### src/rtl/recv_time_module.sv
// Time-sync frame receiver: validates frames, captures first-beat remote/local times, reports offset and counts.
// Result pulses one cycle after the accepted tlast beat; no back-pressure, every valid beat is consumed.
module recv_time_module #(
  parameter int P_FRAME_LEN = 200
) (
  input  logic        i_clk,
  input  logic        i_rst,
  input  logic [63:0] i_local_time,
  input  logic        i_stat_rx_status,
  input  logic        i_rx_axis_tvalid,
  input  logic [63:0] i_rx_axis_tdata,
  input  logic        i_rx_axis_tlast,
  input  logic [7:0]  i_rx_axis_tkeep,
  input  logic        i_rx_axis_tuser,
  output logic        o_time_valid,
  output logic [63:0] o_remote_time,
  output logic [63:0] o_local_cap,
  output logic [63:0] o_time_diff,
  output logic        o_frame_err,
  output logic [31:0] o_good_cnt,
  output logic [31:0] o_err_cnt
);

  typedef enum logic {S_IDLE, S_BODY} state_t;

  state_t      state, state_nxt;
  logic [63:0] remote_cap, local_cap, prev;
  logic [63:0] eval_remote, eval_local;
  logic [15:0] beat_cnt, cnt_nxt;
  logic        err, err_nxt;
  logic        accept, keep_bad, eval, good;

  assign accept   = i_rx_axis_tvalid & i_stat_rx_status;
  assign keep_bad = (i_rx_axis_tkeep != 8'hff);

  always_ff @(posedge i_clk) begin
    if (i_rst) state <= S_IDLE;
    else       state <= state_nxt;
  end

  always_comb begin
    state_nxt   = state;
    cnt_nxt     = beat_cnt;
    err_nxt     = err;
    eval        = 1'b0;
    good        = 1'b0;
    eval_remote = remote_cap;
    eval_local  = local_cap;
    case (state)
      S_IDLE: begin
        if (accept) begin
          cnt_nxt     = 16'd1;
          err_nxt     = keep_bad;
          eval_remote = i_rx_axis_tdata;
          eval_local  = i_local_time;
          eval        = i_rx_axis_tlast;
          state_nxt   = i_rx_axis_tlast ? S_IDLE : S_BODY;
        end
      end
      S_BODY: begin
        // Link loss mid-frame drops the frame without any report.
        if (!i_stat_rx_status) begin
          state_nxt = S_IDLE;
        end else if (i_rx_axis_tvalid) begin
          cnt_nxt = (beat_cnt == 16'hffff) ? beat_cnt : beat_cnt + 16'd1;
          err_nxt = err | keep_bad | (i_rx_axis_tdata <= prev);
          eval    = i_rx_axis_tlast;
          if (i_rx_axis_tlast) state_nxt = S_IDLE;
        end
      end
      default: state_nxt = S_IDLE;
    endcase
    good = eval && (cnt_nxt == 16'(P_FRAME_LEN)) && !err_nxt && !i_rx_axis_tuser;
  end

  always_ff @(posedge i_clk) begin
    if (i_rst) begin
      remote_cap    <= '0;
      local_cap     <= '0;
      prev          <= '0;
      beat_cnt      <= '0;
      err           <= 1'b0;
      o_time_valid  <= 1'b0;
      o_frame_err   <= 1'b0;
      o_remote_time <= '0;
      o_local_cap   <= '0;
      o_time_diff   <= '0;
      o_good_cnt    <= '0;
      o_err_cnt     <= '0;
    end else begin
      o_time_valid <= good;
      o_frame_err  <= eval & ~good;
      beat_cnt     <= cnt_nxt;
      err          <= err_nxt;
      if (accept) prev <= i_rx_axis_tdata;
      // Captures live apart from the result registers so a back-to-back first beat cannot disturb them.
      if (accept && state == S_IDLE) begin
        remote_cap <= i_rx_axis_tdata;
        local_cap  <= i_local_time;
      end
      if (good) begin
        o_remote_time <= eval_remote;
        o_local_cap   <= eval_local;
        o_time_diff   <= eval_local - eval_remote;
        if (o_good_cnt != 32'hffffffff) o_good_cnt <= o_good_cnt + 32'd1;
      end
      if (eval && !good && o_err_cnt != 32'hffffffff) o_err_cnt <= o_err_cnt + 32'd1;
    end
  end

endmodule
### config.mk
export PLATFORM = sky130hd
export DESIGN_NAME = recv_time_module
export DESIGN_NICKNAME = d
export VERILOG_FILES = /design/src/rtl/recv_time_module.sv
export SDC_FILE = /design/constraint.sdc
export NUM_CORES = 1
export LEC_CHECK = 0
export ABC_AREA = 1
export CORE_MARGIN = 4
export CORE_UTILIZATION = 50
export DETAILED_ROUTE_END_ITERATION = 7
export PLACE_DENSITY_LB_ADDON = 0.2
export REMOVE_ABC_BUFFERS = 1
export SYNTH_ARGS = -nofsm -noshare
export SYNTH_HDL_FRONTEND = slang
export SYNTH_SLANG_ARGS = --single-unit
### constraint.sdc
create_clock -name i_clk -period 5.5 [get_ports i_clk]
set_input_delay 0.825 -clock i_clk [delete_from_list [all_inputs] [get_ports i_clk]]
set_output_delay 0.825 -clock i_clk [all_outputs]
set_load 0.01 [all_outputs]
==> results of run 1 <==
[cells in the mapped netlist (5+ instances only)]
library cell	count	area share (%)
nand2_1	576	8.8
dfxtp_1	468	38
a21oi_1	443	9.0
inv_1	432	6.6
nor2_1	367	5.6
o21ai_0	328	6.7
ha_1	130	6.6
clkbuf_1	101	1.5
nand4_1	98	2.5
nand3_1	72	1.5
o21a_1	71	2.2
or2_2	63	1.6
xor2_1	52	1.9
xnor2_1	48	1.7
nor3_1	45	0.92
buf_2	41	0.83
nor4_1	25	0.64
a31oi_1	18	0.46
a21boi_0	14	0.43
buf_4	9	0.27
o21ai_1	9	0.18
o21bai_1	9	0.27
buf_1	7	0.11
nor2_2	6	0.15
a21o_1	5	0.15
[layer usage]
metal	wire [µm]	track usage, %
met1	37800	42.9
met2	34900	44.7
met3	7050	6.32
met4	2440	9.40
met5	14	0
[final cells by class]
type	count	area (µm²)	share of cell area, %
diodes	3	7.51	0.0244
clock buffers	78	1490	4.83
clock inverters	12	153	0.496
inverters	436	1640	5.33
multi-input cells	2411	12900	41.9
flip-flops and latches	468	9370	30.4
well taps	656	821	2.67
repair buffers	433	4390	14.3
[worst max-delay path, stage by stage]
cell	delay (ns)
clkdlybuf4s50_1	0.59
nand2_4	0.08
nor2_4	0.23
inv_4	0.15
or2_2	0.29
o21ai_0	0.15
inv_1	0.09
ha_1	0.35
nand2_1	0.06
o21ai_0	0.35
a21boi_0	0.34
o21ai_0	0.53
a21oi_1	0.19
o21ai_0	0.48
nand2_1	0.09
nand2_1	0.11
nand2_1	0.08
nand2_1	0.06
nand2_1	0.05
a21oi_1	0.12
nor2_1	0.05
[cells by family (layout without fill, tap and decap cells)]
| kind of cell | after synthesis | count (layout) |
|---|---|---|
| other cells | 0 | 3 |
| xor+xnor | 100 | 100 |
| flops | 468 | 468 |
| compound gates | 911 | 911 |
| buf+inv | 595 | 959 |
| fa+ha+maj | 131 | 131 |
| simple gates | 1267 | 1267 |
| mux | 2 | 2 |
[power breakdown]
| group | internal, mW | total, mW | switching [mW] |
|---|---|---|---|
| logic | 0.648 | 1.83 | 1.18 |
| registers | 3.48 | 3.50 | 0.0224 |
| clock network | 2.00 | 3.41 | 1.42 |
[flip-flops by register name, indices dropped and copies added, names as in the netlist]
signal / count
beat_cnt: 16
o_time_diff: 64
o_err_cnt: 32
o_frame_err: 1
local_cap: 64
remote_cap: 64
prev: 64
o_good_cnt: 32
err: 1
o_time_valid: 1
state: 1
o_remote_time: 64
o_local_cap: 64
[worst max path at each step]
stage | startpoint | end | cells after the start
2_1_floorplan | i_rx_axis_tvalid | o_good_cnt[0] | 15
3_3_place_gp | i_rx_axis_tvalid | o_time_diff[43] | 21
3_5_place_dp | i_rx_axis_tvalid | o_time_diff[43] | 21
4_1_cts | i_rx_axis_tvalid | o_time_diff[43] | 21
5_1_grt | i_rx_axis_tvalid | o_time_diff[43] | 21
6_report | i_rx_axis_tvalid | o_time_diff[43] | 21
[through the flow]
step,hold slack (ns),setup TNS (ns)
final,0.456,0
after detailed placement,0.449,0
after global routing,0.472,0
after floorplan,0.435,-2770.33
after CTS,0.458,0
after global placement,0.443,0
[placed cells by master (no fill, tap or decap), drive strengths merged, types with 3 or more instances in the layout]
cell / synthesis / layout
nand2: 576 / 576
o21bai: 9 / 9
diode: 0 / 3
nor2: 375 / 375
inv: 436 / 439
clkdlybuf4s50: 0 / 398
o21ai: 337 / 337
dfxtp: 468 / 468
bufinv: 0 / 3
or2: 63 / 63
nor3: 45 / 45
o21a: 71 / 71
a31oi: 18 / 18
nand3: 74 / 74
a21oi: 443 / 443
ha: 130 / 130
clkinv: 0 / 5
xnor2: 48 / 48
buf: 58 / 34
nor4: 26 / 26
a211oi: 3 / 3
clkbuf: 101 / 79
nand4: 99 / 99
a21boi: 14 / 14
a21o: 5 / 5
xor2: 52 / 52
==> impl_results.md, run 1 <==
* Syn Area/Cell at 7.08 µm²
* Synthesized area at 0.0246 mm²
* Largest family of logic cells by synthesized area: simple AND/OR/NAND/NOR gates
* Max Cap Viol at 0
* Synth unique cells at 48
* Die Ht at 230 µm
* Initial DRC Count at 2,062
* Worst r2r dst: o_time_diff[43]
* Post-route insts no fill at 4,497
* Final Hold Fails at 0
* Die area at 0.0528 mm²
* Async set or reset register ratio after synthesis at 0%
* Clock transition at path regs at 0.06 ns
* Clk_lat worst skew at 0.60 ns
* Status: finished, final reports clean
* Pwr per Cell Area at 284 mW/mm²
* Layout cells sized above 1 at 5.03%
* CTS Hold Buffers Added at 0
* Post-synthesis sequential area ratio at 38.1%
* Row count at 80
* Clk_skew at 0.0170 ns
* First-pass GRT wire length at 127 mm
* Worst R2R Path Depth at 19
* Slew @ Worst Pin at 1.17 ns
* Largest net degree at the start of global routing at 110
* DP Cell Count at 4,404
* Setup WS post-layout at 0.694 ns
* Clk buf depth at 3
* Gr ovfl total at 0
* Headroom to the max-slew limit at 21.5%
* Core outline area at 0.0481 mm²
* Ys flop type: dfxtp_1
* Synth warn at 0
* CTS tree: yes
* DRC Markers at 0
* Tcrit/Tclk final at 87.4%
* Synth Area in Adders at 6.70%
* Synth Area in XOR/XNOR at 3.56%
* CTS sink cnt at 468
* TritonRoute pass-1 iters at 5
* Hold WC Path Type: flip-flop to flip-flop
* Initial antenna violation count at 5
* RD Place Congestion at 0.997
* CTS Root Buffer Type: clkbuf_16
* Total design power at 8.74 mW
* Syn Inst Count at 3,474
* Compound-Gate Fraction of Synth Area at 19.8%
* WL/cell at 18.3 µm
* Post-synthesis mux area share at 0.0814%
* Drt total wl at 82.2 mm
* Post-CTS Setup Bufs at 0
* Crit Path Class: input pin to flip-flop
* Layout fillers at 4,483
* Post-synth EDFFs at 0
* ANT nets after route at 0
* Final number of setup-violating endpoints at 0
* Max frequency at 208 MHz
* RSZ-0062 raised after global routing: false
* Synthesis-to-finish area growth at 25.2%
* Core Util, Final at 63.9%
* Min-delay src: prev[63]
* Finished Cell Area at 0.0308 mm²
* Via density at 5.41
* Reg-to-reg startpoint: state
* Worst IR Drop VDD at 0.219 mV
* Slew Limit Fails at 0
* Leakage at 12.8 nW
* Placed Area at 0.0291 mm²
* R2R setup slack at 1.06 ns
* Via count at 24.3k
* Worst EP required at 5.99 ns
* Die width at 230 µm
* CP endpoint kind: flip-flop
* Post-Synth Simple-Gate Area at 22.2%
* Place WS at 0.131 ns
* Placed wire-length estimate at 61.0 mm
* Port buffer count at 399
* Vias in the first global route at 22.5k
* CTS Buf Count at 51
* WHS Path Cells at 2
* Min cycle time layout at 4.81 ns
* Crit-path max FO at 17
* Hold Crit Endpoint: prev[63]
* Initial core utilization at 51.0%
* GRT Overall Usage at 29.8%
* Startpoint types: input pin
* Synth Register Bits at 468
* Nets at 4,074
* Worst EP arrival at 5.30 ns
* Number of I/O pins at 400
* Post_cts resized at 0
* # H-tree levels at 2
(Power assumes the default switching activity.)
==> run 2, diff against run 1 <==
clock period = 4.9 ns   (was 5.5 ns; I/O delays follow)
==> run 2 against run 1 <==
Against the previous run: clock skew rose by 0.00057 ns; non-clock buffer count rose by 42; hold slack barely moved; via count rose by 0.46%; die area did not move; sequential power rose by 12%; power rose by 16%; sequential cell count did not move; first-iteration DRC count fell by 3.3%; wire length barely moved; final area rose by 1.6%; critical path depth rose by 1; critical endpoint unchanged; largest power group is now clock.
==> impl_results.md, run 2 (synthesis gave the netlist of run 1 again) <==
* Worst EP required at 5.39 ns
* Clk_skew at 0.0176 ns
* Max frequency at 219 MHz
* ANT nets after route at 0
* Clock transition at path regs at 0.06 ns
* Die width at 230 µm
* Number of I/O pins at 400
* Synthesis-to-finish area growth at 27.2%
* Initial antenna violation count at 5
* Worst EP arrival at 5.06 ns
* Highest-count cells in the layout ignoring fill and taps: nand2_1 (575), dfxtp_1 (468), a21oi_1 (443)
* Port buffer count at 399
* Largest net degree at the start of global routing at 138
* Status: finished, final reports clean
* Gr ovfl total at 0
* Headroom to the max-slew limit at 38.5%
* First-pass GRT wire length at 127 mm
* TritonRoute pass-1 iters at 5
* Min cycle time layout at 4.57 ns
* Drt total wl at 82.2 mm
* CTS Root Buffer Type: clkbuf_16
* Die Ht at 230 µm
* Slew Limit Fails at 0
* CP endpoint kind: flip-flop
* Clk buf depth at 3
* Worst IR Drop VDD at 0.220 mV
* Die area at 0.0528 mm²
* Slew @ Worst Pin at 0.923 ns
* Tcrit/Tclk final at 93.3%
* Crit Path Class: input pin to flip-flop
* Total design power at 10.2 mW
* Startpoint types: input pin
* Post-CTS Setup Bufs at 0
* DP Cell Count at 4,446
* Initial DRC Count at 1,993
* # H-tree levels at 2
* Via count at 24.4k
* Register area at 0.00937 mm²
* CTS sink cnt at 468
* Crit-path max FO at 14
* Max Cap Viol at 0
* Pwr per Cell Area at 325 mW/mm²
* Initial core utilization at 51.0%
* Core Util, Final at 64.9%
* Placed wire-length estimate at 61.2 mm
* CTS Hold Buffers Added at 0
* Crit-path slowest cell: o21ai_0
* Via density at 5.38
* Final Hold Fails at 0
* Worst-path cell chain: clkdlybuf4s50_1 > nand2_4 > nor2_4 > inv_4 > or2_2 > o21ai_0 > inv_1 > ha_1 > nand2_1 > o21ai_0 > a21boi_0 > buf_4 > o21ai_0 > a21oi_1 > o21ai_0 > nand2_1 > nand2_1 > nand2_1 > nand2_1 > nand2_1 > a21oi_1 > nor2_1
* Crit path largest cell delay at 0.64 ns
* Nets at 4,116
* Hold WC Path Type: flip-flop to flip-flop
* DRC Markers at 0
* Leakage at 13.0 nW
* Core outline area at 0.0481 mm²
* Multi-input gate area at 0.0129 mm²
* RSZ-0062 raised after global routing: false
* Layout fillers at 4,363
* Commonest non-fill, non-tap cell in the layout: nand2_1
* Final number of setup-violating endpoints at 0
* Post_cts resized at 0
* CTS tree: yes
* Layout cells sized above 1 at 6.26%
* Vias in the first global route at 22.7k
* Cell mode on critical path: nand2_1
* RD Place Congestion at 0.987
* GRT Overall Usage at 29.8%
* Row count at 80
* Clk_lat worst skew at 0.60 ns
* Post-route insts no fill at 4,542
* WL/cell at 18.1 µm
* CTS Buf Count at 51
[run 2: report_power, final]
| part | internal (mW) | leakage [nW] | switching, mW |
|---|---|---|---|
| combinational | 0.803 | 8.36 | 1.34 |
| clock | 2.50 | 0.882 | 1.60 |
| sequential | 3.90 | 3.80 | 0.0256 |
| total | 7.20 | 13.0 | 2.97 |
[run 2: stage by stage]
stage	cell area [µm²]	setup WS (ns)	setup TNS (ns)	hold slack, ns
4_1_cts	31200	0.438	0	0.458
3_3_place_gp	29500	-0.154	-0.373	0.444
3_5_place_dp	29500	-0.164	-0.473	0.449
2_1_floorplan	23900	-9.66	-2973.82	0.435
5_1_grt	31300	0.0715	0	0.472
6_report	31300	0.330	0	0.456
[run 2: cell type report]
cell class	instances	area share, %
multi-input combinational	2411	41.3
sequential	468	30.0
timing repair buffer	475	15.1
inverter	436	5.25
clock buffer	77	4.98
tap	656	2.63
clock inverter	15	0.741
antenna	4	0.0320
[run 2: final timing paths]
path | from | to | slack [ns] | cells past startpoint
max reg2reg | state | o_time_diff[43] | 0.57 | 20
min | prev[15] | prev[15] | 0.46 | 2
min reg2reg | prev[15] | prev[15] | 0.46 | 2
max | i_stat_rx_status | o_time_diff[43] | 0.33 | 22
[run 2: critical path, delay by kind of cell]
| kind | cells | cell delay, ns |
|---|---|---|
| compound gates | 7 | 1.89 |
| fa+ha+maj | 1 | 0.30 |
| buf+inv | 4 | 0.97 |
| simple gates | 10 | 1.15 |
[run 2: layer usage]
metal | routed length [µm] | track usage, % | share of wire, % | vias to the layer above
met1 | 37700 | 42.5 | 46 | 11300
met3 | 6780 | 6.39 | 8.2 | 117
li1 | - | - | - | 12200
met4 | 2040 | 7.88 | 2.5 | 2
met2 | 35700 | 45.9 | 43 | 840
met5 | 13 | 0 | 0.016 | -
